===== config.mk =====
export PLATFORM = sky130hd
export DESIGN_NAME = fraction_multiplier_seq
export DESIGN_NICKNAME = d
export VERILOG_FILES = /design/src/rtl/fraction_multiplier_seq_pkg.sv /design/src/rtl/fraction_multiplier_seq_pp_sel.sv /design/src/rtl/fraction_multiplier_seq.sv
export SDC_FILE = /design/constraint.sdc
export NUM_CORES = 1
export LEC_CHECK = 0
export CAP_MARGIN = 20
export CORE_UTILIZATION = 50
export CTS_CLUSTER_DIAMETER = 80
export DETAILED_ROUTE_END_ITERATION = 10
export PLACE_DENSITY = 0.76
export SLEW_MARGIN = 15
export SYNTH_ARGS = -nofsm -noshare
export SYNTH_HDL_FRONTEND = slang
export SYNTH_SLANG_ARGS = --single-unit

===== constraint.sdc =====
create_clock -name clk -period 9.4 [get_ports clk]
set_input_delay 2.35 -clock clk [delete_from_list [all_inputs] [get_ports clk]]
set_output_delay 2.35 -clock clk [all_outputs]
set_load 0.03 [all_outputs]

===== src/rtl/fraction_multiplier_seq_pkg.sv =====
// Shared FPU fraction-datapath definitions.
//   FRAC_W         default fraction width
//   iter_of()      radix-4 iteration count for a given width
//   cnt_w_of()     counter width for a given iteration count
//   DIG_0..DIG_3   radix-4 multiplier digit encodings (no Booth recoding)
//   state_e        iterative-unit control state
package fraction_multiplier_seq_pkg;

  localparam int FRAC_W = 32;

  localparam logic [1:0] DIG_0 = 2'd0;
  localparam logic [1:0] DIG_1 = 2'd1;
  localparam logic [1:0] DIG_2 = 2'd2;
  localparam logic [1:0] DIG_3 = 2'd3;

  function automatic int iter_of(input int w);
    return w / 2;
  endfunction

  function automatic int cnt_w_of(input int iter);
    return (iter > 1) ? $clog2(iter) : 1;
  endfunction

  typedef enum logic {S_IDLE = 1'b0, S_RUN = 1'b1} state_e;

endpackage


===== src/rtl/fraction_multiplier_seq_pp_sel.sv =====
// Radix-4 partial-product select.
//   a    multiplicand (WIDTH)
//   a3   precomputed 3*a (WIDTH+2)
//   dig  current multiplier digit
//   pp   selected partial product {0, a, 2a, 3a} (WIDTH+2)
module mul_radix4_pp_sel
  import fraction_multiplier_seq_pkg::*;
#(
  parameter int WIDTH = FRAC_W
) (
  input  logic [WIDTH-1:0] a,
  input  logic [WIDTH+1:0] a3,
  input  logic [1:0]       dig,
  output logic [WIDTH+1:0] pp
);

  always_comb begin
    pp = '0;
    case (dig)
      DIG_0:   pp = '0;
      DIG_1:   pp = {2'b00, a};
      DIG_2:   pp = {1'b0, a, 1'b0};
      default: pp = a3;
    endcase
  end

endmodule


===== src/rtl/fraction_multiplier_seq.sv =====
// Iterative unsigned radix-4 fraction multiplier (two multiplier bits per cycle).
//   clk, clrn   clock / async active-low reset
//   start       load a, b and begin; aborts any operation in flight
//   a, b        .xxx fractions (WIDTH)
//   p           full product (2*WIDTH), valid while ready
//   pn, sh      product normalized to WIDTH bits, sh=1 when shifted left by one
//   sticky      OR of product bits below pn
//   busy        iterating
//   ready       result valid, held until the next start
module fraction_multiplier_seq
  import fraction_multiplier_seq_pkg::*;
#(
  parameter int WIDTH = FRAC_W
) (
  input  logic               clk,
  input  logic               clrn,
  input  logic               start,
  input  logic [WIDTH-1:0]   a,
  input  logic [WIDTH-1:0]   b,
  output logic [2*WIDTH-1:0] p,
  output logic [WIDTH-1:0]   pn,
  output logic               sh,
  output logic               sticky,
  output logic               busy,
  output logic               ready
);

  localparam int ITER  = iter_of(WIDTH);
  localparam int CNT_W = cnt_w_of(ITER);

  state_e             state_q, state_d;
  logic               ready_q, ready_d;
  logic [CNT_W-1:0]   cnt_q,   cnt_d;
  logic [WIDTH-1:0]   a_q,     a_d;
  logic [WIDTH+1:0]   a3_q,    a3_d;
  // Low half starts as the multiplier and is consumed two bits per step;
  // the accumulating product shifts in from the top.
  logic [2*WIDTH-1:0] p_q,     p_d;

  logic [WIDTH+1:0]   pp;
  logic [WIDTH+1:0]   sum;

  mul_radix4_pp_sel #(.WIDTH(WIDTH)) u_pp_sel (
    .a   (a_q),
    .a3  (a3_q),
    .dig (p_q[1:0]),
    .pp  (pp)
  );

  // Upper accumulator stays below 4*A, so WIDTH+2 bits hold the sum exactly.
  assign sum = {2'b00, p_q[2*WIDTH-1:WIDTH]} + pp;

  always_comb begin
    state_d = state_q;
    ready_d = ready_q;
    cnt_d   = cnt_q;
    a_d     = a_q;
    a3_d    = a3_q;
    p_d     = p_q;
    if (start) begin
      state_d = S_RUN;
      ready_d = 1'b0;
      cnt_d   = '0;
      a_d     = a;
      a3_d    = {2'b00, a} + {1'b0, a, 1'b0};
      p_d     = {{WIDTH{1'b0}}, b};
    end else if (state_q == S_RUN) begin
      p_d   = {sum, p_q[WIDTH-1:2]};
      cnt_d = cnt_q + CNT_W'(1);
      if (cnt_q == CNT_W'(ITER - 1)) begin
        state_d = S_IDLE;
        ready_d = 1'b1;
      end
    end
  end

  always_ff @(posedge clk or negedge clrn) begin
    if (!clrn) begin
      state_q <= S_IDLE;
      ready_q <= 1'b0;
      cnt_q   <= '0;
      a_q     <= '0;
      a3_q    <= '0;
      p_q     <= '0;
    end else begin
      state_q <= state_d;
      ready_q <= ready_d;
      cnt_q   <= cnt_d;
      a_q     <= a_d;
      a3_q    <= a3_d;
      p_q     <= p_d;
    end
  end

  assign busy   = (state_q == S_RUN);
  assign ready  = ready_q;
  assign p      = p_q;
  assign sh     = ~p[2*WIDTH-1];
  assign pn     = p[2*WIDTH-1] ? p[2*WIDTH-1:WIDTH] : p[2*WIDTH-2:WIDTH-1];
  assign sticky = p[2*WIDTH-1] ? |p[WIDTH-1:0] : |p[WIDTH-2:0];

endmodule

* After elaboration in Yosys (flattened, before gate mapping)
Index checks and enable logic that the tools add are counted.
** Storage, ports and cells
- Register bits after elaboration :: 136
- Word-level logic and storage cells :: 32
- Output and inout bits :: 100
- Input port bits :: 67
** Cells by class
- Mux-type cells :: 13
- Eq/ne operators :: 3
- Reduce and logical (&&, ||, !) cells :: 6
- Add/sub/neg operators :: 3
- Bitwise gates (word level) :: 1
** Operator list (count)
- two-way mux 64 bit :: 2
- case mux 34 bit (3 select lines) :: 1
- adder 32 x 33 -> 34 bit :: 1
- adder 32 x 34 -> 34 bit :: 1
- two-way mux 32 bit :: 1
- OR reduction 32 bit :: 1
- OR reduction 31 bit :: 1
- two-way mux 4 bit :: 2
- two-way mux 1 bit :: 7
- adder 4 x 1 -> 4 bit (second input constant) :: 1
- == test 4 bit (second input constant) :: 1
- nonzero test 2 bit :: 2
- == test 2 x 1 -> 1 bit (second input constant) :: 1
- == test 2 bit (second input constant) :: 1
- zero test 2 bit :: 1
- AND reduction 2 bit :: 1
- inverter 1 bit :: 1

* Logic depth before layout (Yosys ltp)
Gate-level depths: netlist of the first run.
- Word-level depth :: 5
- Gate-level depth with buffers :: 14
- Gate-level depth less buffers :: 12

* Modules after synthesis
From an unflattened synthesis of the first run, not the netlist that was laid out.
** Second synthesis, totals
- Cell total of the unflattened synthesis :: 1051
- Area, all modules :: 10063.4 µm²
** By module, submodules not included
- fraction_multiplier_seq :: seq. area each 3378.2 µm², times used 1, cells an instance 972, area each 9201.3 µm²
- mul_radix4_pp_sel :: seq. area each 0.0 µm², times used 1, cells an instance 79, area each 862.1 µm²

* Worst setup path before layout of the first run
No wires, ideal clock.
- Path kind :: input -> register
- From :: input a[0]
- To :: register a3_q[31]
- Path slack :: 5012 ps
- Data arrival time :: 4246 ps
- Cell stages on the path :: 11
- Path through :: ha_1 -> inv_1 -> fa_1 -> nor2b_1 -> o21ai_1 -> a21oi_1 -> o21ai_0 -> a311o_1 -> a211oi_2 -> or3_2 -> a31oi_1
** On the way
- Cells in the longest elaborated chain, start to end :: 1
** RTL lines
- start: declaration :: line fraction_multiplier_seq.sv:18 : input logic [WIDTH-1:0] a,
- adder 32 x 33 -> 34 bit :: line fraction_multiplier_seq.sv:65 : a3_d = {2'b00, a} + {1'b0, a, 1'b0};
- end signal: assignment :: line fraction_multiplier_seq.sv:83 : a3_q <= '0;
- end signal: assignment :: line fraction_multiplier_seq.sv:90 : a3_q <= a3_d;
- end: declaration :: line fraction_multiplier_seq.sv:35 : logic [WIDTH+1:0] a3_q, a3_d;
No other way between the ends.
A chain may end at the register's enable or synchronous reset.

* Worst setup path in the final report of the first run
- From :: register p_q[8], in the netlist p[8]
- To :: output sticky
** On the way
- Cells in the longest elaborated chain, start to end :: 2
- Elaborated cells between the ends (all ways) :: 3
- Those cells by class :: mux (1); reduce/logical (2)
** RTL lines
- start: declaration :: line fraction_multiplier_seq.sv:38 : logic [2*WIDTH-1:0] p_q, p_d;
- start signal: assignment :: line fraction_multiplier_seq.sv:91 : p_q <= p_d;
- OR reduction 32 bit / OR reduction 31 bit (equally long branches) :: line fraction_multiplier_seq.sv:100 : assign sticky = p[2*WIDTH-1] ? |p[WIDTH-1:0] : |p[WIDTH-2:0];
- two-way mux 1 bit * :: line fraction_multiplier_seq.sv:100
- end: declaration :: line fraction_multiplier_seq.sv:23 : output logic sticky,
Every way passes the cells marked *; elsewhere a longest branch is shown, timed or not.

==> results of run 1 <==
layout by cell type, fill, tap and decap left out, drive strengths merged, types with 18 or more instances in the layout:
cell	n
dfrtp	135
inv	36
a22o	31
xnor2	24
clkdlybuf4s50	164
nor3	18
nor2	65
clkbuf	18
a21o	35
mux2	117
a21oi	69
nand2	102
o21ai	73
mux2i	41
xor2	18
nand3	23
ha	66
final cells by class:
cell class	instances	area share
clock buffer	18	0.0340
inverter	33	0.00982
tap	265	0.0263
timing repair buffer	173	0.136
multi-input combinational	863	0.510
clock inverter	14	0.0156
sequential	135	0.268
flip-flops by register name (all words and copies together), names as in the netlist:
signal and count:
cnt_q 4, ready 1, a_q 32, p 64, a3_q 33, busy 1
critical path, cell delays in order (launching register included):
cell	delay [ns]
dfrtp_1	0.41
nor4_1	0.52
nand4_1	0.15
a2111o_1	0.41
clkdlybuf4s50_1	0.61
metrics by stage:
| stage | utilization | hold WS, ns | std cells | power [mW] |
|---|---|---|---|---|
| 4_1_cts | 0.640 | 0.504 | 1501 | 3.07 |
| 2_1_floorplan | - | 0.448 | 1092 | 1.82 |
| 6_report | 0.640 | 0.503 | 1501 | 3.07 |
| 3_3_place_gp | 0.608 | 0.469 | 1469 | 2.31 |
| 5_1_grt | 0.640 | 0.519 | 1501 | 3.24 |
| 3_5_place_dp | 0.608 | 0.491 | 1469 | 2.33 |
power by group:
| part | internal [mW] | leakage, nW | switching (mW) | total [mW] |
|---|---|---|---|---|
| combinational | 0.655 | 3.77 | 0.837 | 1.49 |
| sequential | 0.700 | 1.65 | 0.151 | 0.851 |
| clock | 0.446 | 0.298 | 0.280 | 0.727 |
| total | 1.80 | 5.72 | 1.27 | 3.07 |
cells by family after synthesis:
group,after synthesis,synth area share
simple gates,290,0.137
buf+inv,94,0.0351
compound gates,305,0.204
mux,158,0.170
fa+ha+maj,68,0.0852
xor+xnor,42,0.0362
flops,135,0.332
layer usage:
metal  global-route usage  wire length (um)  part of all wire  up-vias
met5                    0                 0                 0        -
met4               0.0626               319             0.012        0
met3               0.0440              1260             0.046       27
met2                0.435             12800              0.46      227
met1                0.384             13200              0.48     4310
li1                     -                 -                 -     4312
how the worst max path moves through the flow:
stage | start | endpoint | cells past startpoint
floorplan | a[0] | a3_q[31] | 11
global placement | a[1] | a3_q[31] | 12
global route | a[1] | a3_q[29] | 12
CTS | p[4] | sticky | 4
detailed placement | a[1] | a3_q[31] | 12
finish | p[8] | sticky | 4
==> results.sh, run 1 <==
export IMPL_status="finished, final reports clean"
export IMPL_die_area_um2=20900
export IMPL_die_h_um=145
export IMPL_core_area_um2=19700
export IMPL_drc=0
export IMPL_timing_fmax_ghz=0.204
export IMPL_finalMaxSlewViolations=0
export IMPL_clock_sinks=135
export IMPL_drt_wl_total_um=27600
export IMPL_setup_ws_ns=4.51
export IMPL_rows=51
export IMPL_crit_required_ns=7.05
export IMPL_start_kind="flop"
export IMPL_grt_use_total=0.272
export IMPL_syn_to_final_growth_pct=24.0
export IMPL_rsz0062_at_grt="false"
export IMPL_detail_route_wl_per_cell_um=18.4
export IMPL_cp_arrival_ns=2.54
export IMPL_synth_top_cell_area_share=0.332
export IMPL_antenna_cells=0
export IMPL_multi_input_area_um2=6430
export IMPL_cp_max_fo=4
export IMPL_synth_edf_count=0
export IMPL_min_period_ns=4.89
export IMPL_grt_overflow=0
export IMPL_nets=1358
export IMPL_r2r_cells=14
export IMPL_drtPass1Iterations=5
export IMPL_clk_path_buf_depth=2
export IMPL_grt_pass1_vias=8343
export IMPL_period_share=0.521
export IMPL_end_kind="output pin"
export IMPL_clk_pin_slew_ns=0.06
export IMPL_hold_end="a3_q[20]"
export IMPL_netlist_instances=1092
export IMPL_worstHoldStart="a3_q[20]"
export IMPL_setup_viol=0
export IMPL_pwr_density_cell_nw_per_um2=243
export IMPL_regArea_um2=3380
export IMPL_ys_ff_latch=135
export IMPL_syn_mean_instance_area_um2=9.31
export IMPL_seq_area_frac_synth=0.332
export IMPL_hold_path_class="reg -> reg"
export IMPL_ys_warn_count=0
export IMPL_cts_hold_buf=0
export IMPL_synth_commonest_cells="135 x dfrtp_1, 117 x mux2_2, 100 x nand2_1"
export IMPL_worstHoldPathCells=1
export IMPL_relSlewSlack=0.317
export IMPL_hold_violations=0
export IMPL_async_flop_share=1.00
export IMPL_place_area_um2=12000
export IMPL_die_x_um=145
export IMPL_gp_congestion=0.913
export IMPL_htreeDepth=4
export IMPL_worst_slew_pin_slew_ns=1.03
export IMPL_grt_max_degree=87
export IMPL_max_vdd_ir_drop_uv=170
export IMPL_drt_initial_drc_count=608
export IMPL_fin_area_um2=12600
export IMPL_synth_ff_type="dfrtp_1"
export IMPL_initial_core_util=0.516
export IMPL_viasPerCell=5.91
export IMPL_ys_types=77
export IMPL_r2r_start="p[0]"
export IMPL_dp_hpwl_um=19900
export IMPL_r2r_slack_ns=4.90
export IMPL_cts_tree="built"
export IMPL_syn_nets=1227
export IMPL_synth_most_common_cell="dfrtp_1"
export IMPL_reg2reg_to="p[60]"
export IMPL_layout_drive_gt1_share=0.149
export IMPL_cts_buffers=17
export IMPL_ant_nets=0
export IMPL_clk_latency_ns=0.44
export IMPL_synth_area_um2=10200
export IMPL_io_pins=167
export IMPL_yosys_top_cells_area="dfrtp_1 33%, mux2_2 13%, ha_1 8.1%"
export IMPL_root_buffer="clkbuf_16"
export IMPL_port_buffers=166
export IMPL_maxCapViolCount=0
export IMPL_antenna_found_initial=0
export IMPL_dr_total_vias=8876
export IMPL_dp_slack_ns=4.13
export IMPL_yosys_area_top_type="dfrtp_1"
export IMPL_power_leakage_nw=5.72
export IMPL_grt_pass1_wl_um=44200
export IMPL_finalClockSkew_ns=0.0107
export IMPL_fill_cells=1633
export IMPL_post_cts_resized=0
export IMPL_worst_setup_path_type="reg -> out"
export IMPL_cts_setup_buffers=0
export IMPL_finalSetupTns_ns=0
(Power assumes the default switching activity.)
==> run 2: changes to the inputs <==
--- a/config.mk
+++ b/config.mk
@@ -9,7 +9,7 @@
 export CORE_UTILIZATION = 50
 export CTS_CLUSTER_DIAMETER = 80
 export DETAILED_ROUTE_END_ITERATION = 10
-export PLACE_DENSITY = 0.76
+export PLACE_DENSITY = 0.79
 export SLEW_MARGIN = 15
 export SYNTH_ARGS = -nofsm -noshare
 export SYNTH_HDL_FRONTEND = slang
==> constraint.sdc (replaced) <==
create_clock -name clk -period 4 [get_ports clk]
set_input_delay 1 -clock clk [delete_from_list [all_inputs] [get_ports clk]]
set_output_delay 1 -clock clk [all_outputs]
set_load 0.03 [all_outputs]
==> run 2 against run 1 <==
Sequential share of layout area down 0.17 points. Utilization is 0.40 points higher. Global-route usage rose by 0.18 points. First-iteration DRC count grew 5.6%. Flip-flop and latch count stayed put. Final cell count is 0.33% higher. Sequential power up 140%. Via count rose by 1.3%. Wire length grew 0.44%. Combinational power increased by 140%.
==> results.sh, run 2 (synthesis gave the netlist of run 1 again) <==
export IMPL_clk_path_buf_depth=2
export IMPL_hold_ws_ns=0.492
export IMPL_status="finished, final reports clean"
export IMPL_pwr_density_cell_nw_per_um2=568
export IMPL_relSlewSlack=0.395
export IMPL_layout_common_cells="164 x clkdlybuf4s50_1, 133 x dfrtp_1, 117 x mux2_2"
export IMPL_cp_max_fo=7
export IMPL_cts_tree="built"
export IMPL_htreeDepth=4
export IMPL_clkPwrFrac=0.233
export IMPL_seqPwrFrac=0.277
export IMPL_cp_arrival_ns=3.94
export IMPL_cts_buffers=17
export IMPL_clk_latency_ns=0.43
export IMPL_p_sw_frac=0.414
export IMPL_rsz0062_at_grt="false"
export IMPL_maxCapViolCount=0
export IMPL_hold_violations=0
export IMPL_max_vdd_ir_drop_uv=369
export IMPL_finalMaxSlewViolations=0
export IMPL_initial_core_util=0.516
export IMPL_antenna_cells=0
export IMPL_ant_nets=0
export IMPL_clock_sinks=135
export IMPL_worst_slew_pin_slew_ns=0.908
export IMPL_dr_total_vias=8988
export IMPL_viasPerCell=5.97
export IMPL_io_pins=167
export IMPL_drtPass1Iterations=5
export IMPL_power_leakage_nw=5.76
export IMPL_finalSetupTns_ns=0
export IMPL_detail_route_wl_per_cell_um=18.4
export IMPL_dp_hpwl_um=20400
export IMPL_hold_path_class="in -> async"
export IMPL_die_area_um2=20900
export IMPL_cts_hold_buf=0
export IMPL_crit_required_ns=4.32
export IMPL_post_cts_resized=0
export IMPL_setup_viol=0
export IMPL_fill_cells=1617
export IMPL_clk_pin_slew_ns=0.06
export IMPL_die_x_um=145
export IMPL_grt_pass1_vias=8587
export IMPL_layout_drive_gt1_share=0.153
export IMPL_grt_max_degree=94
export IMPL_drc=0
export IMPL_port_buffers=166
export IMPL_switching_power_mw=2.98
export IMPL_die_h_um=145
export IMPL_layout_commonest_cell="clkdlybuf4s50_1"
export IMPL_worst_setup_path_type="reg -> reg"
export IMPL_min_period_ns=3.62
export IMPL_met3_usage=0.0427
export IMPL_finalClockSkew_ns=0.00932
export IMPL_nets=1364
export IMPL_finalPower_mw=7.21
export IMPL_timing_fmax_ghz=0.276
export IMPL_intPower_mw=4.23
export IMPL_grt_pass1_wl_um=44500
export IMPL_pwr_share_comb=0.490
export IMPL_antenna_found_initial=0
export IMPL_core_area_um2=19700
export IMPL_grt_busiest_layer="met2"
export IMPL_largest_reg_flops=64
export IMPL_grt_overflow=0
export IMPL_drt_wl_total_um=27700
export IMPL_gp_congestion=0.943
export IMPL_root_buffer="clkbuf_16"
export IMPL_start_kind="flop"
export IMPL_post_route_util=0.644
export IMPL_syn_to_final_growth_pct=24.8
export IMPL_rows=51
export IMPL_grtUsageMet1=0.392
export IMPL_period_share=0.905
export IMPL_drt_initial_drc_count=642
export IMPL_cts_setup_buffers=0
export IMPL_grt_use_total=0.274
export IMPL_use_met2=0.429
export IMPL_r2r_slack_ns=0.38
export IMPL_end_kind="flop"
-- run 2: cell types whose count changed in the layout (fill, tap and decap cells not counted), moves of 2 or more --
cell      change
inv_6         -2
clkinv_2      -2
buf_12        +3
clkbuf_8      +2
clkinv_4      +3
buf_4         +3
-- run 2: cell type report --
type,instances,area (um^2),share of cell area
Clock inverter,12,169,0.0133
Timing Repair Buffer,179,1800,0.141
Inverter,33,124,0.00976
Clock buffer,19,453,0.0357
Tap cell,265,332,0.0261
Multi-Input combinational cell,863,6430,0.507
Sequential cell,135,3380,0.267
-- run 2: power groups by stage --
stage                     clock (mW)  combinational (mW)  sequential, mW
after floorplan                    0                2.07            2.20
after global placement             0                3.45            2.01
after detailed placement           0                3.49            2.02
after CTS                       1.69                3.51            2.00
after global routing            1.76                3.81            2.04
final                           1.68                3.53            2.00
-- run 2: through the flow --
step | setup slack (ns) | area (um^2) | instances
finish | 0.381 | 12700 | 1506
detailed placement | 0.0923 | 12100 | 1475
CTS | 0.404 | 12700 | 1506
floorplan | 0.346 | 10200 | 1092
global route | 0.138 | 12700 | 1506
global placement | 0.146 | 12100 | 1475
-- run 2: per-layer routing --
metal / part of all wire / vias up / wire (um)
met5: 0 / - / 0
met4: 0.014 / 0 / 377
met3: 0.046 / 29 / 1280
li1: - / 4330 / -
met1: 0.48 / 4374 / 13300
met2: 0.46 / 255 / 12700
-- run 2: worst paths after layout --
check	startpoint	cells past startpoint	end
min in group clk	a3_q[21]	1	a3_q[21]
hold / removal	clrn	1	a_q[12]
hold reg to reg	a3_q[21]	1	a3_q[21]
setup / recovery	p[0]	12	p[60]
setup reg to reg	p[0]	12	p[60]
max in group asynchronous	clrn	2	busy
-- run 2: worst max-delay path, stage by stage, from the launching register on --
cell and delay, ns:
dfrtp_1 0.41, nor2b_2 0.41, a22o_1 0.32, inv_1 0.09, fa_1 0.41, nor2b_1 0.22
o2111ai_1 0.19, a21oi_2 0.25, o21ai_1 0.16, a21oi_1 0.28, nor3_1 0.14, or4_1 0.52
o311ai_1 0.10
==> run 3: changes to the inputs <==
--- a/config.mk
+++ b/config.mk
@@ -6,6 +6,7 @@
 export NUM_CORES = 1
 export LEC_CHECK = 0
 export CAP_MARGIN = 20
+export CORE_ASPECT_RATIO = 0.9
 export CORE_UTILIZATION = 50
 export CTS_CLUSTER_DIAMETER = 80
 export DETAILED_ROUTE_END_ITERATION = 10
==> run 3 against run 2 <==
The flow now finishes with violations (design-rule violations). Worst setup slack got worse by 0.19 ns. Worst hold slack better by 0.011 ns. Wire length is 2.1% higher. Final cell count is 0.46% lower. First-iteration DRC count rose by 21%. Via count rose by 1.6%. Die area about the same. Non-clock buffer count grew 2. Combinational power hardly changed. Global-route usage about the same. Sequential share of layout area rose by 0.082 points. Clock power decreased by 4%. Largest cell class unchanged.
==> results.sh, run 3 (synthesis gave the netlist of run 1 again) <==
export IMPL_pwr_density_cell_nw_per_um2=566
export IMPL_layout_common_cells="164 x clkdlybuf4s50_1, 133 x dfrtp_1, 117 x mux2_2"
export IMPL_layout_commonest_cell="clkdlybuf4s50_1"
export IMPL_violations="design-rule violations"
export IMPL_cp_arrival_ns=2.81
export IMPL_drc=13
export IMPL_viasPerCell=6.09
export IMPL_die_x_um=152
export IMPL_finalClockSkew_ns=0.00837
export IMPL_grt_pass1_vias=8544
export IMPL_fill_cells=1629
export IMPL_cts_tree="built"
export IMPL_rsz0062_at_grt="false"
export IMPL_end_kind="output pin"
export IMPL_core_area_um2=19900
export IMPL_antenna_found_initial=0
export IMPL_nets=1366
export IMPL_hold_ws_ns=0.503
export IMPL_cts_hold_buf=0
export IMPL_period_share=0.953
export IMPL_hold_violations=0
export IMPL_drt_wl_total_um=28300
export IMPL_grt_pass1_wl_um=45400
export IMPL_dp_hpwl_um=20600
export IMPL_syn_to_final_growth_pct=24.4
export IMPL_clk_latency_ns=0.43
export IMPL_detail_route_wl_per_cell_um=18.9
export IMPL_worst_slew_pin_slew_ns=0.912
export IMPL_rows=49
export IMPL_dr_total_vias=9129
export IMPL_antenna_cells=0
export IMPL_post_route_util=0.635
export IMPL_cts_buffers=17
export IMPL_root_buffer="clkbuf_16"
export IMPL_power_leakage_nw=5.75
export IMPL_initial_core_util=0.510
export IMPL_clk_path_buf_depth=2
export IMPL_htreeDepth=4
export IMPL_port_buffers=166
export IMPL_setup_viol=0
export IMPL_grt_overflow=0
export IMPL_clk_pin_slew_ns=0.06
export IMPL_finalMaxSlewViolations=0
export IMPL_largest_reg_flops=64
export IMPL_die_h_um=137
export IMPL_ant_nets=0
export IMPL_clock_sinks=135
export IMPL_status="complete, but fails checks"
export IMPL_timing_fmax_ghz=0.262
export IMPL_crit_required_ns=3.00
export IMPL_cts_setup_buffers=0
export IMPL_r2r_slack_ns=0.42
export IMPL_grt_use_total=0.274
export IMPL_hold_path_class="reg -> reg"
export IMPL_fin_cells=1499
export IMPL_relSlewSlack=0.392
export IMPL_drt_initial_drc_count=775
export IMPL_post_cts_resized=0
export IMPL_die_area_um2=20900
export IMPL_worst_setup_path_type="reg -> out"
export IMPL_drtPass1Iterations=9
export IMPL_finalSetupTns_ns=0
export IMPL_start_kind="flop"
export IMPL_grt_max_degree=139
export IMPL_min_period_ns=3.81
export IMPL_gp_congestion=0.971
export IMPL_layout_drive_gt1_share=0.154
export IMPL_io_pins=167
export IMPL_cp_max_fo=13
export IMPL_place_inst=1467
export IMPL_maxCapViolCount=0
export IMPL_max_vdd_ir_drop_uv=282
[run 3: final cells by class]
class | instances | area [um^2] | share of cell area
repair buffers | 181 | 1800 | 0.142
multi-input cells | 863 | 6430 | 0.509
inverters | 33 | 124 | 0.00979
flip-flops and latches | 135 | 3380 | 0.267
well taps | 255 | 319 | 0.0252
clock inverters | 14 | 164 | 0.0130
clock buffers | 18 | 429 | 0.0339
[run 3: critical path: stages (launching register included)]
cell and delay, ns:
dfrtp_1 0.53, buf_4 0.28, nor4_1 0.39, nand4_1 0.14, a2111o_1 0.42, clkdlybuf4s50_1 0.61
[run 3: path summary, 6_finish.rpt]
kind,cells past startpoint,endpoint,startpoint
worst max-delay path,5,sticky,p[1]
worst min register to register,1,a3_q[22],a3_q[22]
worst min-delay path,1,a3_q[22],a3_q[22]
min in group asynchronous,1,p[21],clrn
worst max register to register,12,p[57],p[0]
max in group asynchronous,2,a3_q[14],clrn
[run 3: metrics by stage]
step	total power, mW	area (um^2)	setup WS (ns)
after floorplan	4.27	10200	0.346
after detailed placement	5.51	12100	0.0895
after global placement	5.45	12100	0.159
after global routing	7.55	12700	0.120
after CTS	7.15	12700	0.187
final	7.16	12700	0.189
[run 3: report_power, final]
group	leakage, nW	internal, mW	switching, mW
sequential	1.65	1.64	0.369
clock	0.281	0.936	0.683
combinational	3.82	1.55	1.97
[run 3: routing by layer]
layer,up-vias,wire length (um),global-route usage
met5,-,0,0
met4,0,420,0.0833
met3,37,1880,0.0532
met2,315,12900,0.425
met1,4440,13100,0.387
li1,4337,-,-
